File: src/rtl/count_dec_pkg.sv
`default_nettype none
// ============================================================================
//  Module   : count_dec_pkg
//  Purpose  : Shared types for the count step decoder. These are the decoder
//             state and the classification of one counter-value delta.
//  Revision : 1.0  initial release
// ============================================================================
package count_dec_pkg;

    typedef enum logic [1:0] {
        ST_IDLE   = 2'd0,
        ST_ACQ    = 2'd1,
        ST_LOCKED = 2'd2
    } dec_state_t;

    typedef enum logic [2:0] {
        CL_HOLD      = 3'd0,
        CL_UP        = 3'd1,
        CL_DOWN      = 3'd2,
        CL_ZERO_JUMP = 3'd3,
        CL_ILLEGAL   = 3'd4
    } step_class_t;

    // A delta is legal when a real counter could have produced it.
    function automatic logic is_legal(input step_class_t c);
        return (c == CL_HOLD) || (c == CL_UP) || (c == CL_DOWN);
    endfunction

endpackage
`default_nettype wire

File: src/rtl/count_step_classify.sv
`default_nettype none
// ============================================================================
//  Module   : count_step_classify
//  Purpose  : Combinational classifier for the delta (count_in - prev) mod 2^W.
//             When COUNT_STEP_DECODER_RESET_DETECT_EN is defined, a non-step
//             jump to zero is reported as ZERO_JUMP.
//  Revision : 1.0  initial release
// ============================================================================
module count_step_classify
    import count_dec_pkg::*;
#(
    parameter int WIDTH = 8
) (
    input  logic [WIDTH-1:0] i_prev,
    input  logic [WIDTH-1:0] i_count,
    output step_class_t      o_class
);

    logic [WIDTH-1:0] w_delta;

    assign w_delta = i_count - i_prev;

    // Steps take precedence, so a wrap to 0 from all-ones is still UP.
    always_comb begin
        o_class = CL_ILLEGAL;
        if (w_delta == '0) begin
            o_class = CL_HOLD;
        end else if (w_delta == WIDTH'(1)) begin
            o_class = CL_UP;
        end else if (&w_delta) begin
            o_class = CL_DOWN;
`ifdef COUNT_STEP_DECODER_RESET_DETECT_EN
        end else if (i_count == '0) begin
            o_class = CL_ZERO_JUMP;
`endif
        end
    end

endmodule
`default_nettype wire

File: src/rtl/count_step_decoder.sv
`default_nettype none
// ============================================================================
//  Module   : count_step_decoder
//  Purpose  : Recovers hold/up/down steps from a sampled counter value stream.
//             It tracks lock and flags impossible deltas. It also keeps a
//             saturating error tally.
//             Optional: COUNT_STEP_DECODER_RESET_DETECT_EN enables detection
//             of counter resets (jump to 0) as a separate, non-error event.
//  Revision : 1.0  initial release
// ============================================================================
module count_step_decoder
    import count_dec_pkg::*;
#(
    parameter int WIDTH      = 8,
    parameter int LOCK_COUNT = 2,
    parameter int LOSS_COUNT = 3,
    parameter int ERR_CNT_W  = 16
) (
    input  logic                 clk,
    input  logic                 rst_n,
    input  logic                 count_valid,
    input  logic [WIDTH-1:0]     count_in,
    input  logic                 err_clr,
    output logic                 step_valid,
    output logic                 step_enable,
    output logic                 step_direction,
    output logic                 locked,
    output logic                 error,
    output logic                 reset_seen,
    output logic [ERR_CNT_W-1:0] err_count
);

    localparam int LRUN_W = $clog2(LOCK_COUNT + 1);
    localparam int BRUN_W = $clog2(LOSS_COUNT + 1);

    localparam logic [LRUN_W-1:0] c_lock_last = LRUN_W'(LOCK_COUNT - 1);
    localparam logic [BRUN_W-1:0] c_loss_last = BRUN_W'(LOSS_COUNT - 1);

    dec_state_t           state_q,      state_d;
    logic [WIDTH-1:0]     prev_q,       prev_d;
    logic [LRUN_W-1:0]    legal_run_q,  legal_run_d;
    logic [BRUN_W-1:0]    bad_run_q,    bad_run_d;
    logic [ERR_CNT_W-1:0] err_count_q,  err_count_d;
    logic                 step_valid_q, step_valid_d;
    logic                 step_en_q,    step_en_d;
    logic                 step_dir_q,   step_dir_d;
    logic                 locked_q,     locked_d;
    logic                 error_q,      error_d;
    logic                 rst_seen_q,   rst_seen_d;

    step_class_t w_class;
    logic        w_legal;
    logic        w_zero;

    count_step_classify #(
        .WIDTH (WIDTH)
    ) u_classify (
        .i_prev  (prev_q),
        .i_count (count_in),
        .o_class (w_class)
    );

    assign w_legal = is_legal(w_class);
    assign w_zero  = (w_class == CL_ZERO_JUMP);

    // Next-state, run counters, registered pulses and error tally.
    always_comb begin
        state_d      = state_q;
        prev_d       = prev_q;
        legal_run_d  = legal_run_q;
        bad_run_d    = bad_run_q;
        err_count_d  = err_count_q;
        step_valid_d = 1'b0;
        step_en_d    = 1'b0;
        step_dir_d   = 1'b0;
        error_d      = 1'b0;
        rst_seen_d   = 1'b0;

        if (count_valid) begin
            prev_d = count_in;
            case (state_q)
                ST_IDLE: begin
                    state_d     = ST_ACQ;
                    legal_run_d = '0;
                end
                ST_ACQ: begin
                    if (w_legal) begin
                        if (legal_run_q == c_lock_last) begin
                            state_d     = ST_LOCKED;
                            legal_run_d = '0;
                            bad_run_d   = '0;
                        end else begin
                            legal_run_d = legal_run_q + 1'b1;
                        end
                    end else begin
                        legal_run_d = '0;
                        rst_seen_d  = w_zero;
                        if (w_zero) begin
                            bad_run_d = '0;
                        end
                    end
                end
                ST_LOCKED: begin
                    if (w_legal) begin
                        step_valid_d = 1'b1;
                        step_en_d    = (w_class != CL_HOLD);
                        step_dir_d   = (w_class == CL_UP);
                        bad_run_d    = '0;
                    end else if (w_zero) begin
                        rst_seen_d = 1'b1;
                        bad_run_d  = '0;
                    end else begin
                        error_d = 1'b1;
                        if (bad_run_q == c_loss_last) begin
                            state_d     = ST_ACQ;
                            legal_run_d = '0;
                            bad_run_d   = '0;
                        end else begin
                            bad_run_d = bad_run_q + 1'b1;
                        end
                    end
                end
                default: begin
                    state_d = ST_IDLE;
                end
            endcase
        end

        if (error_d && !(&err_count_q)) begin
            err_count_d = err_count_q + 1'b1;
        end
        // Clear has priority over a same-cycle increment.
        if (err_clr) begin
            err_count_d = '0;
        end

        locked_d = (state_d == ST_LOCKED);
    end

    // All state and outputs are registered; reset is asynchronous.
    always_ff @(posedge clk or negedge rst_n) begin
        if (!rst_n) begin
            state_q      <= ST_IDLE;
            prev_q       <= '0;
            legal_run_q  <= '0;
            bad_run_q    <= '0;
            err_count_q  <= '0;
            step_valid_q <= 1'b0;
            step_en_q    <= 1'b0;
            step_dir_q   <= 1'b0;
            locked_q     <= 1'b0;
            error_q      <= 1'b0;
            rst_seen_q   <= 1'b0;
        end else begin
            state_q      <= state_d;
            prev_q       <= prev_d;
            legal_run_q  <= legal_run_d;
            bad_run_q    <= bad_run_d;
            err_count_q  <= err_count_d;
            step_valid_q <= step_valid_d;
            step_en_q    <= step_en_d;
            step_dir_q   <= step_dir_d;
            locked_q     <= locked_d;
            error_q      <= error_d;
            rst_seen_q   <= rst_seen_d;
        end
    end

    assign step_valid     = step_valid_q;
    assign step_enable    = step_en_q;
    assign step_direction = step_dir_q;
    assign locked         = locked_q;
    assign error          = error_q;
    // Without reset detection no ZERO_JUMP exists, so this flop stays at 0.
    assign reset_seen     = rst_seen_q;
    assign err_count      = err_count_q;

endmodule
`default_nettype wire

File: config.mk
export PLATFORM = sky130hd
export DESIGN_NAME = count_step_decoder
export DESIGN_NICKNAME = d
export VERILOG_FILES = /design/src/rtl/count_dec_pkg.sv /design/src/rtl/count_step_classify.sv /design/src/rtl/count_step_decoder.sv
export SDC_FILE = /design/constraint.sdc
export NUM_CORES = 1
export LEC_CHECK = 0
export BUFFER_PORTS_ARGS = -buffer_cell sky130_fd_sc_hd__buf_4
export CELL_PAD_IN_SITES_DETAIL_PLACEMENT = 1
export CELL_PAD_IN_SITES_GLOBAL_PLACEMENT = 1
export CORE_MARGIN = 10
export CORE_UTILIZATION = 47
export DETAILED_ROUTE_END_ITERATION = 12
export GPL_TIMING_DRIVEN = 0
export PLACE_DENSITY_LB_ADDON = 0.1
export SLEW_MARGIN = 20
export SYNTH_ARGS = -nofsm -noshare
export SYNTH_HDL_FRONTEND = slang
export SYNTH_HIERARCHICAL = 1
export SYNTH_SLANG_ARGS = --single-unit
File: constraint.sdc
create_clock -name clk -period 4.7 [get_ports clk]
set_input_delay 0.94 -clock clk [delete_from_list [all_inputs] [get_ports clk]]
set_output_delay 0.94 -clock clk [all_outputs]
set_load 0.02 [all_outputs]
==> impl_metrics.csv, run 1 <==
group,metric,value,unit
final_layout,fill_cells,540,
yosys,yosysWarnings,6,
timing,slew_viol_final,0,
final_layout,layout-drive-gt1-share,0.253,
setup_path,worst_setup_path_start_kind,"input port",
clock_network,numCtsBuffers,5,
yosys,synth_mux_area_frac,0.0731,
hold_path,holdCritPathClass,"reg -> reg",
global_route,track_usage,0.151,
yosys,synth_compound_area_frac,0.163,
timing,fmax,266,MHz
global_route,overflow,0,
final_layout,num-nets-final,291,
clock_network,post_cts_resized,0,
place,port_buffers,32,
clock_network,cts_sinks,36,
yosys,synth_top_area_cell,"dfrtp_1",
yosys,netlist_area,2260,µm²
floorplanning,dieHeight,89.3,µm
final_layout,final_cell_count_no_fill,319,
setup_path,worst-setup-path-type,"in -> reg",
final_layout,finalInstanceArea,2660,µm²
final_layout,multi_input_area,1260,µm²
timing,hold_violations,0,
yosys,synth_fa_ha_area_frac,0.0809,
timing,rsz0062_at_grt,"false",
floorplanning,core_area,4690,µm²
final_layout,area_delta_synth_final,17.9,%
clock_network,hold_buffers,0,
yosys,synth_seq_cells,36,
floorplanning,die_area,7980,µm²
setup_path,worstPathArrival,3.92,ns
yosys,syn_area_per_cell,9.99,µm²
place,placed_cells,312,
timing,totalNegativeSetupSlack,0,ns
routing,drt-pass1-iter-count,4,
setup_path,crit_required,4.87,ns
final_layout,fin_util,0.567,
final_layout,mostFrequentLayoutCells,"dfrtp_1 (36), buf_4 (33), inv_1 (19)",
global_route,grt_max_degree,37,
yosys,ys_seq_area_frac,0.399,
yosys,synth_area_leaders,"dfrtp_1 (40%), ha_1 (7.2%), mux2_2 (5.0%)",
yosys,synth_top_family_by_area,"simple AND/OR/NAND/NOR gates",
routing,viasPerCell,5.81,
power,power.density,261,nW/µm²
yosys,synth_nets,252,
timing,finalCritPeriodShare,0.799,
clock_network,cts_tree,"done",
yosys,synth-edff-count,0,
timing,tightest_slew,0.602,ns
power,power.leakage,1.21,nW
clock_network,cts_root_buf,"clkbuf_8",
timing,final.setup_skew,0.00780,ns
floorplanning,ios,34,
clock_network,h-tree-depth,2,
final_layout,final_common_cell,"dfrtp_1",
final_layout,seqCellArea,901,µm²
clock_network,clock_latency,0.28,ns
final_layout,n_antenna_cell,0,
yosys,synth.distinct_cells,59,
timing,layout_setup_ws,0.944,ns
place,gp_congestion,0.761,
routing,drt-wirelength-per-cell,16.8,µm
setup_path,cp_max_fo,10,
setup_path,rrSetupSlack,1.34,ns
floorplanning,start_util,0.481,
routing,dr_total_vias,1852,
place,place_ws,0.642,ns
yosys,synth_cells,226,
floorplanning,fp.dieW,89.3,µm
global_route,antenna_found_initial,0,
status,outcome,"completed",
floorplanning,rows,25,
routing,drt_iter0_markers,82,
timing,slew_headroom,0.599,
place,placed_cell_area,2570,µm²
run,maxCapViolCount,0,
clock_network,cts_buffer_depth,2,
global_route,grt_first_pass_wirelength,9540,µm
clock_network,path_clk_slew,0.06,ns
timing,setup_viol,0,
power,ir_drop,0.000201,V
yosys,synthArstFlopShare,1.00,
setup_path,end_kind,"flip-flop",
routing,drc,0,
yosys,yosysTopAreaCellShare,0.399,
clock_network,postCtsSetupBuffers,0,
place,dp_hpwl,4100,µm
yosys,ys.flop_type,"dfrtp_1",
routing,ant_nets,0,
timing,fin_crit,3.76,ns
global_route,grt_pass1_vias,1955,
routing,wl,5360,µm
yosys,synth-xor-area-share,0.0194,
yosys,synth-simple-area-share,0.222,
[routing by layer]
| metal | vias to the layer above | global-route usage | routed length [µm] |
|---|---|---|---|
| met5 | - | 0 | 0 |
| met1 | 917 | 0.181 | 2350 |
| met2 | 23 | 0.262 | 2760 |
| met3 | 6 | 0.0401 | 195 |
| met4 | 0 | 0.0347 | 57 |
| li1 | 906 | - | - |
[cell usage after synthesis, types with 3 or more instances]
library cell	instances
o21a_1	3
mux2_2	10
mux2i_1	3
and3_1	3
clkbuf_1	3
nand4_1	3
o21ai_0	8
nor2_1	16
o31ai_1	5
nor2b_1	5
nor3_1	3
a21oi_1	13
inv_1	19
nor4_1	4
dfrtp_1	36
ha_1	13
nand3_1	6
nand2_1	12
or4_1	4
a21oi_2	3
xor2_1	4
or3_1	7
nand2b_1	3
[state kept, by name (all words and copies together) (netlist names)]
signal,flops
step_direction,1
bad_run_q,2
error,1
prev_q,8
err_count,16
reset_seen,1
legal_run_q,2
step_enable,1
state_q,2
step_valid,1
locked,1
[final timing paths]
path                           startpoint        endpoint  cells past startpoint
max                           count_in[0]    err_count[6]                     17
min                        legal_run_q[1]  legal_run_q[1]                      1
max reg2reg                     prev_q[2]   err_count[13]                     12
min reg2reg                legal_run_q[1]  legal_run_q[1]                      1
max in group asynchronous           rst_n          locked                      1
min in group asynchronous           rst_n       prev_q[1]                      1
[area by class of cell]
class | instances | area share
Multi-Input combinational cell | 166 | 0.474
Sequential cell | 36 | 0.338
Timing Repair Buffer | 32 | 0.0902
Clock buffer | 7 | 0.0362
Inverter | 20 | 0.0287
Tap cell | 54 | 0.0254
Buffer | 4 | 0.00705
[worst max-delay path, cell delays in order]
cell and delay, ns:
buf_4 0.11, inv_1 0.06, ha_1 0.14, inv_1 0.04, fa_1 0.40, nand3_2 0.09
and3_2 0.17, nor2_1 0.04, or4_1 0.41, or4b_1 0.52, nor2b_4 0.18, nand3_4 0.09
clkinv_2 0.11, o41ai_2 0.08, buf_4 0.25, nor4_1 0.07, o21ba_2 0.20
[through the flow]
| step | hold slack, ns | total power, W |
|---|---|---|
| finish | 0.490 | 0.000695 |
| global route | 0.520 | 0.000745 |
| CTS | 0.499 | 0.000708 |
| detailed placement | 0.484 | 0.000465 |
| global placement | 0.462 | 0.000458 |
| floorplan | 0.449 | 0.000425 |
[power breakdown]
group,switching [W],internal [W]
clock,0.000106,0.000131
combinational,0.0000742,0.0000569
sequential,0.00000734,0.000319
total,0.000188,0.000507
[logic make-up after synthesis]
group                    after synthesis
AO/OA/AOI/OAI                         52
XOR/XNOR                               5
AND/OR/NAND/NOR                       80
adder cells (fa/ha/maj)               14
buffers and inverters                 24
flip-flops                            36
multiplexers                          15
Power figures use the tool's default switching activity.
==> run 2, diff against run 1 <==
ABC_AREA = 1   (was default)
CORE_UTILIZATION = 41   (was 47)
clock period = 3.6 ns   (was 4.7 ns; I/O delays follow)
==> impl_metrics.csv, run 2 <==
group,metric,value,unit
timing,tightest_slew,0.531,ns
clock_network,h-tree-depth,2,
status,outcome,"completed",
clock_network,numCtsBuffers,5,
floorplanning,rows,28,
global_route,grt_first_pass_wirelength,11300,µm
clock_network,hold_buffers,0,
global_route,track_usage,0.137,
place,gp_congestion,0.793,
setup_path,worstPathArrival,3.47,ns
setup_path,crit_chain,"buf_4, inv_1, ha_1, inv_1, fa_1, nand2_2, nand2_2, nand3_2, nand2_2, nand2_1, nand2_1, nand2_2, nor2_4, nor2_1, inv_1, nor2_2, inv_1, o21ai_0, o21ai_0",
place,dp_hpwl,5320,µm
timing,fin_crit,3.32,ns
clock_network,cts_tree,"done",
timing,fmax,301,MHz
yosys,synth_area_leaders,"dfrtp_1 (36%), nand2_1 (20%), inv_1 (7.0%)",
yosys,synthArstFlopShare,1.00,
yosys,yosysWarnings,6,
yosys,netlist_top_cells_count,"nand2_1 (134), inv_1 (47), dfrtp_1 (36), nor2_1 (35), nand3_1 (29)",
setup_path,max_stage_delay,0.44,ns
setup_path,worst-setup-path-type,"in -> reg",
yosys,yosysTopAreaCellShare,0.359,
timing,finalCritPeriodShare,0.922,
final_layout,num-nets-final,431,
setup_path,cp_max_fo,6,
timing,slew_viol_final,0,
global_route,grt_pass1_vias,2501,
floorplanning,core_area,5920,µm²
routing,drc,0,
final_layout,final_common_cell,"nand2_1",
setup_path,crit_required,3.75,ns
routing,viasPerCell,5.00,
final_layout,finalInstanceArea,2940,µm²
setup_path,reg2reg_depth,17,
clock_network,post_cts_resized,0,
setup_path,critPathSlowestCell,"o21ai_0",
floorplanning,start_util,0.424,
timing,hold_violations,0,
power,power.density,330,nW/µm²
floorplanning,die_area,9650,µm²
hold_path,holdCritPathClass,"in -> async",
routing,ant_nets,0,
floorplanning,fp.dieW,98.2,µm
timing,slew_headroom,0.646,
power,ir_drop,0.000185,V
routing,drt_iter0_markers,44,
routing,wl,6660,µm
final_layout,n_antenna_cell,0,
yosys,synth_seq_cells,36,
yosys,netlist_area,2510,µm²
timing,rsz0062_at_grt,"false",
timing,final.setup_skew,0.00713,ns
routing,dr_total_vias,2406,
clock_network,postCtsSetupBuffers,0,
floorplanning,ios,34,
floorplanning,dieHeight,98.2,µm
place,port_buffers,33,
yosys,synth_nets,391,
yosys,syn_area_per_cell,6.88,µm²
clock_network,cts_sinks,36,
final_layout,mostFrequentLayoutCells,"nand2_1 (134), inv_1 (47), dfrtp_1 (36)",
power,power.leakage,1.58,nW
clock_network,clock_latency,0.29,ns
yosys,synth.distinct_cells,28,
run,maxCapViolCount,0,
yosys,ys.flop_type,"dfrtp_1",
clock_network,cts_root_buf,"clkbuf_8",
yosys,ys_seq_area_frac,0.359,
yosys,yosysMostFrequentCell,"nand2_1",
yosys,synth_top_area_cell,"dfrtp_1",
yosys,synth-edff-count,0,
setup_path,end_kind,"flip-flop",
final_layout,area_delta_synth_final,17.3,%
final_layout,layout-drive-gt1-share,0.170,
global_route,antenna_found_initial,0,
yosys,synth_cells,365,
global_route,grt_max_degree,37,
clock_network,path_clk_slew,0.08,ns
place,placed_cell_area,2850,µm²
routing,drt-wirelength-per-cell,13.8,µm
setup_path,worst_setup_path_start_kind,"input port",
timing,setup_viol,0,
global_route,overflow,0,
power,p_total,0.000971,W
final_layout,largest_reg_flops,16,
routing,drt-pass1-iter-count,4,
clock_network,cts_buffer_depth,2,
run 2: worst paths after layout:
| check | from | slack [ns] | end |
|---|---|---|---|
| max | count_in[0] | 0.28 | err_count[0] |
| min | rst_n | 0.37 | prev_q[4] |
| max reg2reg | prev_q[0] | 0.51 | err_count[0] |
| min reg2reg | prev_q[1] | 0.47 | prev_q[1] |
| max in group asynchronous | rst_n | 2.88 | prev_q[1] |
| min in group clk | prev_q[1] | 0.47 | prev_q[1] |
run 2: layout make-up:
class                           instances  area (µm²)
Clock buffer                            6        82.6
Buffer                                  4        23.8
Timing Repair Buffer                   33         248
Fill cell                             815        2980
Sequential cell                        36         901
Clock inverter                          2        10.0
Multi-Input combinational cell        277        1410
Inverter                               48         180
Tap cell                               75        93.8
run 2: cell families after synthesis:
kind of cell               count (synthesis)  synth area share
AOI/OAI and AO/OA                         18            0.0414
DFF                                       36             0.359
buffers and inverters                     52            0.0813
adders and majority gates                 14            0.0728
and+or+nand+nor                          239             0.425
xor gates and xnor gates                   6            0.0209
run 2: layer usage:
metal	GRT usage	vias to the layer above	wire length [µm]
met3	0.0345	5	356
met2	0.245	31	3360
met5	0	-	0
met4	0.0298	0	49
li1	-	1224	-
met1	0.161	1146	2900
run 2: critical path, delay by kind of cell:
kind            cells  cell delay (ns)
fa+ha+maj           2             0.56
compound gates      2             0.58
buf+inv             5             0.51
simple gates       10             1.08
run 2: where the power goes:
part	total [W]	switching [W]	internal (W)
logic	0.000236	0.000154	0.0000829
clock network	0.000299	0.000146	0.000153
registers	0.000435	0.0000129	0.000422
run 2: stage by stage:
step	hold slack [ns]	setup TNS (ns)	setup slack, ns	util	std cells
2_1_floorplan	0.424	0	0.673	-	365
3_3_place_gp	0.455	0	0.0725	0.482	473
3_5_place_dp	0.461	-0.0365	-0.0216	0.482	473
4_1_cts	0.404	0	0.248	0.497	481
5_1_grt	0.408	0	0.0620	0.497	481
6_report	0.371	0	0.281	0.497	481
